===== src/rtl/stream_pkg.sv =====
// Shared types for the stream steering blocks.
// State encoding mirrors the buffer occupancy flags {main_v, skid_v}.
package stream_pkg;

    typedef enum logic [1:0] {
        EMPTY = 2'b00,
        BUSY  = 2'b10,
        FULL  = 2'b11
    } state_e;

    localparam int STREAM_SKID_DEPTH = 2;

endpackage


===== src/rtl/stream_skid_buf.sv =====
// Generic two-entry (main + skid) valid/ready buffer; output valid one cycle after accept.
// Upstream ready is a pure register (low only while skid is occupied), so it never sees downstream ready.
module stream_skid_buf
    import stream_pkg::*;
#(
    parameter int DW = 8
) (
    input  logic          clk_i,
    input  logic          rst_i,
    input  logic          in_valid_i,
    output logic          in_ready_o,
    input  logic [DW-1:0] in_data_i,
    output logic          out_valid_o,
    input  logic          out_ready_i,
    output logic [DW-1:0] out_data_o
);

    state_e        r_state;
    logic [DW-1:0] r_main;
    logic [DW-1:0] r_skid;
    logic          w_acc;
    logic          w_fire;

    assign in_ready_o  = ~r_state[0];
    assign out_valid_o = r_state[1];
    assign out_data_o  = r_main;
    assign w_acc       = in_valid_i && in_ready_o;
    assign w_fire      = out_valid_o && out_ready_i;

    // Payload registers are not reset: only the state flags qualify them.
    always_ff @(posedge clk_i) begin
        if (rst_i) begin
            r_state <= EMPTY;
        end else begin
            case (r_state)
                EMPTY: begin
                    if (w_acc) begin
                        r_main  <= in_data_i;
                        r_state <= BUSY;
                    end
                end
                BUSY: begin
                    if (w_acc && w_fire) begin
                        r_main <= in_data_i;
                    end else if (w_fire) begin
                        r_state <= EMPTY;
                    end else if (w_acc) begin
                        r_skid  <= in_data_i;
                        r_state <= FULL;
                    end
                end
                FULL: begin
                    if (w_fire) begin
                        r_main  <= r_skid;
                        r_state <= BUSY;
                    end
                end
                default: r_state <= EMPTY;
            endcase
        end
    end

    a_no_accept_when_full: assert property (@(posedge clk_i) disable iff (rst_i)
        !(w_acc && r_state == FULL));

endmodule


===== src/rtl/stream_demux.sv =====
// Registered 1:N demux: each accepted beat appears on its selected channel one cycle later.
// in_ready_o drops only while the skid entry is held; out-of-range selects are accepted and dropped.
module stream_demux
    import stream_pkg::*;
#(
    parameter int WIDTH       = 8,
    parameter int NUM_OUTPUTS = 8,
    parameter int SELECT_BITS = $clog2(NUM_OUTPUTS),
    parameter int CNT_BITS    = 16
) (
    input  logic                   clk_i,
    input  logic                   rst_i,
    input  logic                   in_valid_i,
    output logic                   in_ready_o,
    input  logic [WIDTH-1:0]       in_data_i,
    input  logic [SELECT_BITS-1:0] in_sel_i,
    output logic [NUM_OUTPUTS-1:0] out_valid_o,
    input  logic [NUM_OUTPUTS-1:0] out_ready_i,
    output logic [WIDTH-1:0]       out_data_o,
    output logic                   drop_o,
    output logic [CNT_BITS-1:0]    drop_cnt_o
);

    // Field widths follow this instance's parameters, so the beat type lives here.
    typedef struct packed {
        logic [WIDTH-1:0]       data;
        logic [SELECT_BITS-1:0] idx;
    } stream_beat_t;

    stream_beat_t            w_in_beat;
    stream_beat_t            w_main_beat;
    logic                    w_in_range;
    logic                    w_buf_in_valid;
    logic                    w_main_v;
    logic                    w_out_fire;
    logic                    w_drop;
    logic [NUM_OUTPUTS-1:0]  w_out_valid;
    logic                    r_drop;
    logic [CNT_BITS-1:0]     r_drop_cnt;

    // Widened compare so the check stays meaningful when NUM_OUTPUTS is a power of two.
    assign w_in_range     = {1'b0, in_sel_i} < (SELECT_BITS+1)'(NUM_OUTPUTS);
    assign w_in_beat      = '{data: in_data_i, idx: in_sel_i};
    assign w_buf_in_valid = in_valid_i && w_in_range;
    assign w_drop         = in_valid_i && in_ready_o && !w_in_range;

    stream_skid_buf #(
        .DW ($bits(stream_beat_t))
    ) u_skid_buf (
        .clk_i       (clk_i),
        .rst_i       (rst_i),
        .in_valid_i  (w_buf_in_valid),
        .in_ready_o  (in_ready_o),
        .in_data_i   (w_in_beat),
        .out_valid_o (w_main_v),
        .out_ready_i (w_out_fire),
        .out_data_o  (w_main_beat)
    );

    always_comb begin
        w_out_valid = '0;
        for (int k = 0; k < NUM_OUTPUTS; k++) begin
            w_out_valid[k] = w_main_v && (w_main_beat.idx == SELECT_BITS'(k));
        end
    end

    assign w_out_fire  = |(w_out_valid & out_ready_i);
    assign out_valid_o = w_out_valid;
    assign out_data_o  = w_main_beat.data;
    assign drop_o      = r_drop;
    assign drop_cnt_o  = r_drop_cnt;

    always_ff @(posedge clk_i) begin
        if (rst_i) begin
            r_drop     <= 1'b0;
            r_drop_cnt <= '0;
        end else begin
            r_drop <= w_drop;
            if (w_drop && (r_drop_cnt != '1)) begin
                r_drop_cnt <= r_drop_cnt + 1'b1;
            end
        end
    end

    a_onehot_valid: assert property (@(posedge clk_i) disable iff (rst_i)
        $onehot0(out_valid_o));

    a_stable_under_backpressure: assert property (@(posedge clk_i) disable iff (rst_i)
        (|(out_valid_o & ~out_ready_i)) |=> ($stable(out_valid_o) && $stable(out_data_o)));

endmodule


===== config.mk =====
export PLATFORM = sky130hd
export DESIGN_NAME = stream_demux
export DESIGN_NICKNAME = d
export VERILOG_FILES = /design/src/rtl/stream_pkg.sv /design/src/rtl/stream_skid_buf.sv /design/src/rtl/stream_demux.sv
export SDC_FILE = /design/constraint.sdc
export NUM_CORES = 1
export LEC_CHECK = 0
export ABC_AREA = 1
export ABC_CLOCK_PERIOD_IN_PS = 4900
export CORE_ASPECT_RATIO = 0.9
export CORE_MARGIN = 2
export CORE_UTILIZATION = 45
export CTS_BUF_LIST = sky130_fd_sc_hd__clkbuf_8
export DETAILED_ROUTE_END_ITERATION = 10
export PLACE_DENSITY = 0.93
export SLEW_MARGIN = 40
export SYNTH_ARGS = -nofsm -noshare
export SYNTH_HDL_FRONTEND = slang
export SYNTH_HIERARCHICAL = 1
export SYNTH_SLANG_ARGS = --single-unit
export TNS_END_PERCENT = 20

===== constraint.sdc =====
create_clock -name clk_i -period 4.9 [get_ports clk_i]
set_input_delay 0.735 -clock clk_i [delete_from_list [all_inputs] [get_ports clk_i]]
set_output_delay 0.735 -clock clk_i [all_outputs]
set_load 0.02 [all_outputs]

# Word level (Yosys, flattened, before mapping)
# Index checks and enable logic that the tools add are counted.
[totals] ff_bits=24 inputBits=22 out_inout_bits=34 wordCells=50
[op_classes] n_eq_ne=14 n_mux=10 n_bitwise=5 reduce_logical=18
[ops] op="$mux 11" n=3
[ops] op="$pmux 11 s3" n=1
[ops] op="$eq 3x3->1 const B" n=4
[ops] op="$logic_and 1x1->1" n=11
[ops] op="$mux 2" n=5
[ops] op="$reduce_and 5->1" n=2
[ops] op="$and 8x8->8" n=1
[ops] op="$reduce_or 8->1" n=1
[ops] op="$eq 3x2->1 const B" n=2
[ops] op="$ne 2x1->1 const B" n=3
[ops] op="$pmux 2 s3" n=1
[ops] op="$eq 2x2->1 const B" n=2
[ops] op="$not 1->1" n=4
[ops] op="$reduce_and 4->1" n=1
[ops] op="$eq 3x1->1 const B" n=1
[ops] op="$logic_not 3->1" n=1
[ops] op="$ne 3x1->1 const B" n=1
[ops] op="$reduce_bool 3->1" n=1
[ops] op="$logic_not 2->1" n=1
[ops] op="$ne 2x2->1 const B" n=1

# Longest topological paths before layout
[logic_depth] depth_word=8 depth_mapped=13 depth_no_buf=13

# Modules after synthesis
# Netlist, hierarchy kept.
[by_module_without_submodules] mod="stream_skid_buf" n_inst=1 cells_per_inst=74 area_per_inst_um2=1057.3 seq_area_each_um2=700.7
[by_module_without_submodules] mod="stream_demux" n_inst=1 cells_per_inst=56 area_per_inst_um2=290.3 seq_area_each_um2=0.0

# Worst setup path after synthesis
# OpenSTA, ideal clock, no wires.
[synth_path] path_kind="flip-flop to flip-flop" start="register u_skid_buf.r_state[1]" end="register u_skid_buf.r_main[0], in the netlist u_skid_buf/out_data_o[0], enable pin" setup_ns=0.387 arrival_ns=2.014 required_time_ns=4.513 slack_ns=2.499 path_stages_with_launch=11 path_buffers=0 synth_period_minus_slack_ns=2.401 cell_sequence="dfxtp_1 -> nand2_2 -> nor2_2 -> nand2_1 -> nand2_1 -> nor2_1 -> nand2_1 -> nand2_2 -> nand2_1 -> nand2_2 -> nor4_2"
[synth_between] elab_chain_len=7 word_cells_on_any_way=20 classes_between="5 x eq/ne; 1 x bitwise; 14 x reduce/logical"
[synth_rtl] element="start: declaration" line="stream_skid_buf.sv:18" rtl="state_e r_state;"
[synth_rtl] element="start signal: assignment" line="stream_skid_buf.sv:33" rtl="r_state <= EMPTY;"
[synth_rtl] element="start signal: assignment" line="stream_skid_buf.sv:39" rtl="r_state <= BUSY;"
[synth_rtl] element="start signal: assignment" line="stream_skid_buf.sv:46" rtl="r_state <= EMPTY;"
[synth_rtl] element="$logic_and 1x1->1 *" line="stream_demux.sv:63" rtl="w_out_valid[k] = w_main_v && (w_main_beat.idx == SELECT_BITS'(k));"
[synth_rtl] element="via out_valid_o[7]" line="stream_demux.sv:17" rtl="output logic [NUM_OUTPUTS-1:0] out_valid_o,"
[synth_rtl] element="$and 8x8->8 *" line="stream_demux.sv:67" rtl="assign w_out_fire = |(w_out_valid & out_ready_i);"
[synth_rtl] element="$reduce_or 8->1 *" line="stream_demux.sv:67"
[synth_rtl] element="via w_out_fire" line="stream_demux.sv:35" rtl="logic w_out_fire;"
[synth_rtl] element="$logic_and 1x1->1 *" line="stream_skid_buf.sv:28" rtl="assign w_fire = out_valid_o && out_ready_i;"
[synth_rtl] element="$logic_and 1x1->1" line="stream_skid_buf.sv:43" rtl="if (w_acc && w_fire) begin"
[synth_rtl] element="$ne 2x1->1 (no source line)"
[synth_rtl] element="$reduce_and 5->1 (no source line) *"
[synth_rtl] element="end signal: assignment" line="stream_skid_buf.sv:38" rtl="r_main <= in_data_i;"
[synth_rtl] element="end signal: assignment" line="stream_skid_buf.sv:44" rtl="r_main <= in_data_i;"
[synth_rtl] element="end signal: assignment" line="stream_skid_buf.sv:54" rtl="r_main <= r_skid;"
[synth_rtl] element="end: declaration" line="stream_skid_buf.sv:19" rtl="logic [DW-1:0] r_main;"
# Mark *: on every way through the listed nets, which the timed path passes. The rest lies on a longest branch.
# A chain may end at the register's enable or synchronous reset.

# Worst setup path in the final report
[layout_path] start="register u_skid_buf.r_state[1]" end="output port out_valid_o[1]"
[layout_between] elab_chain_len=1
[layout_rtl] element="$logic_and 1x1->1" line="stream_demux.sv:63"
[layout_rtl] element="end: declaration" line="stream_demux.sv:17"
# No other way between the ends.

==> reports/results.ini <==
[status]
outcome = finished, final reports clean

[detailed_routing]
vias_per_cell = 4.72
drtIter0Drc = 47
drc_errors = 0
ant_nets = 0
routed-wl-met2_um = 1360
topRoutingLayerUsed = met4
vias = 995
dr.pass1.iters = 4
totalWireLength_um = 2550
wl_per_cell_um = 12.1
m1WireLength_um = 978
met3_length_um = 186

[die]
die_width_um = 61.7
io_pins = 56
coreArea_um2 = 2790
dieHeight_um = 55.9
rows = 18
die-area_um2 = 3450
initial_core_util_pct = 48.3

[clocking]
cts_setup_buffers = 0
clockRootBuffer = clkbuf_8
cts.repair.resized = 0
cts_hold_buf = 0
clockBufferDepth = 2
clock_latency_ps = 260
cts_sinks = 24
clk_pin_slew_ps = 80
cts_tree = yes
h-tree-depth = 1
cts-buffers-inserted = 3

[setup_path]
cp.arrival_ps = 1860
crit_type = flop to primary output
cp-start-kind = flop
worstReg2RegEnd = u_skid_buf/out_data_o[3]
end_kind = primary output
r2r_slack_ps = 2530
crit_fanout = 7
required_ps = 4160
r2r-start = u_skid_buf/r_state[1]
worstRegToRegCells = 10

[min_path]
hp-start = u_skid_buf/r_skid[1]
hold_path_end = u_skid_buf/out_data_o[1]
hold_depth = 1
hp-class = flop to flop

[power]
power_density_nw_per_um2 = 439
netSwitchingPower_mw = 0.271
power_frac_comb_pct = 39.9
p_clk_share_pct = 21.5
seqPwrFrac_pct = 38.6
intPower_mw = 0.515
ir_drop_mv = 0.274
fin_total_pwr_mw = 0.786
swShare_pct = 34.5
p_leak_nw = 0.730

[final_layout]
drive_gt1_share_pct = 19.3
fillers = 236
nets = 198
diodes = 0
area_growth_pct = 32.9
fin_cells = 211

[synthesis]
synthCells = 130
yosysSeqAreaShare_pct = 52.0
avgSynthCellArea_um2 = 10.4
synth_cell_types = 17
netlist_area_um2 = 1350
ys_seq_elements = 24
yosys_warnings = 6

[timing]
setup_viol_count_final = 0
finalMaxSlewViolations = 0
slew_headroom_pct = 49.3
rsz0062_at_grt = no
finalCriticalPeriod_ps = 2600
worst_pin_slew_ps = 754
fin_skew_ps = 3.01
fin_crit_sh_pct = 53.0
fmax_ghz = 0.385
tns_ps = 0
hold_viol = 0

[grt]
overflow = 0
grt_max_degree = 15
grt_first_pass_wirelength_um = 4010
first_global_vias = 907
track_usage_pct = 15.5
antenna_found_initial = 0

[placement]
hpwl_um = 2050
dpl.cell_count = 207
port_buffers = 38
routabilityCongestion = 0.849

[run]
drv_cap = 0

-- how the worst max path moves through the flow --
stage / slack [ps] / startpoint / endpoint
2_1_floorplan: 2500 / u_skid_buf/r_state[1] / u_skid_buf/out_data_o[0]
3_3_place_gp: 1840 / out_ready_i[3] / u_skid_buf/out_data_o[5]
3_5_place_dp: 2080 / out_ready_i[5] / u_skid_buf/out_data_o[5]
4_1_cts: 2280 / u_skid_buf/r_state[1] / out_valid_o[1]
5_1_grt: 2180 / u_skid_buf/r_state[1] / out_valid_o[1]
6_report: 2300 / u_skid_buf/r_state[1] / out_valid_o[1]
-- layout make-up --
type	instances	area (um2)	share of cell area (%)
clock buffers	3	41.3	2.31
clock inverters	1	30.0	1.68
multi-input cells	89	524	29.3
flip-flops and latches	24	701	39.1
repair buffers	39	388	21.7
well taps	40	50.0	2.80
inverters	15	56.3	3.14
-- worst max-delay path, cell delays in order (launching register included) --
cell and delay [ps]:
dfxtp_1 480, inv_1 90, nor2_2 190, inv_1 110
nor2_1 110, clkdlybuf4s50_1 610
-- synth_stat cells, drive strengths merged --
cell,number,share of area [%]
edfxtp,22,49
dfxtp,2,3.0
inv,15,4.2
mux2,11,9.2
nor3,1,0.37
buf,18,10
ha,4,3.7
nand2,20,6.7
nand3,12,4.8
conb,1,0.28
a21boi,1,0.56
nor4,1,0.93
nor2,22,7.2
-- kinds of logic (layout without fill, tap and decap cells) --
logic type               after synthesis  count (layout)  share of synthesized area [%]
AND/OR/NAND/NOR                       56              56                           20.1
buffers and inverters                 33              58                           14.2
flip-flops                            24              24                           52.0
multiplexers                          11              11                           9.19
adder cells (fa/ha/maj)                4               4                           3.71
other                                  1              17                          0.278
AO/OA/AOI/OAI                          1               1                          0.557
-- through the flow --
step	setup WS, ps	util [%]	hold WS, ps	instance area [um2]
after floorplan	2500	-	523	1410
after global placement	1840	61.2	530	1710
after detailed placement	2080	61.6	539	1720
after CTS	2280	64.1	562	1790
after global routing	2180	64.1	579	1790
final	2300	64.1	557	1790
-- placed cells by master, fill, tap and decap left out --
cell type and count:
nand3_1 11, nor2_1 16, nor4_4 1, nand2_1 14, nor2_2 6, a21boi_0 1, dfxtp_1 2, edfxtp_1 22
buf_4 1, conb_1 17, nand2_2 6, clkbuf_8 3, clkdlybuf4s50_1 38, bufinv_16 1, mux2_2 11, inv_2 3
nand3_2 1, inv_1 12, ha_1 4, nor3_1 1
-- power by group through the flow --
stage	clock network (mW)	registers [mW]	logic, mW
floorplan	0	0.329	0.184
global placement	0	0.308	0.294
detailed placement	0	0.308	0.314
CTS	0.174	0.304	0.315
global route	0.181	0.310	0.342
finish	0.169	0.303	0.313
-- per-layer routing --
metal  vias up  track usage, %
met1       459            17.5
li1        474               -
met5         -               0
met3         4            2.79
met4         0            4.56
met2        58            28.4
-- state kept, by name (all words and copies together), names as in the netlist --
signal                 cells
u_skid_buf/out_data_o     11
u_skid_buf/r_state         2
u_skid_buf/r_skid         11
No activity file was read; power rests on OpenSTA's default activity.
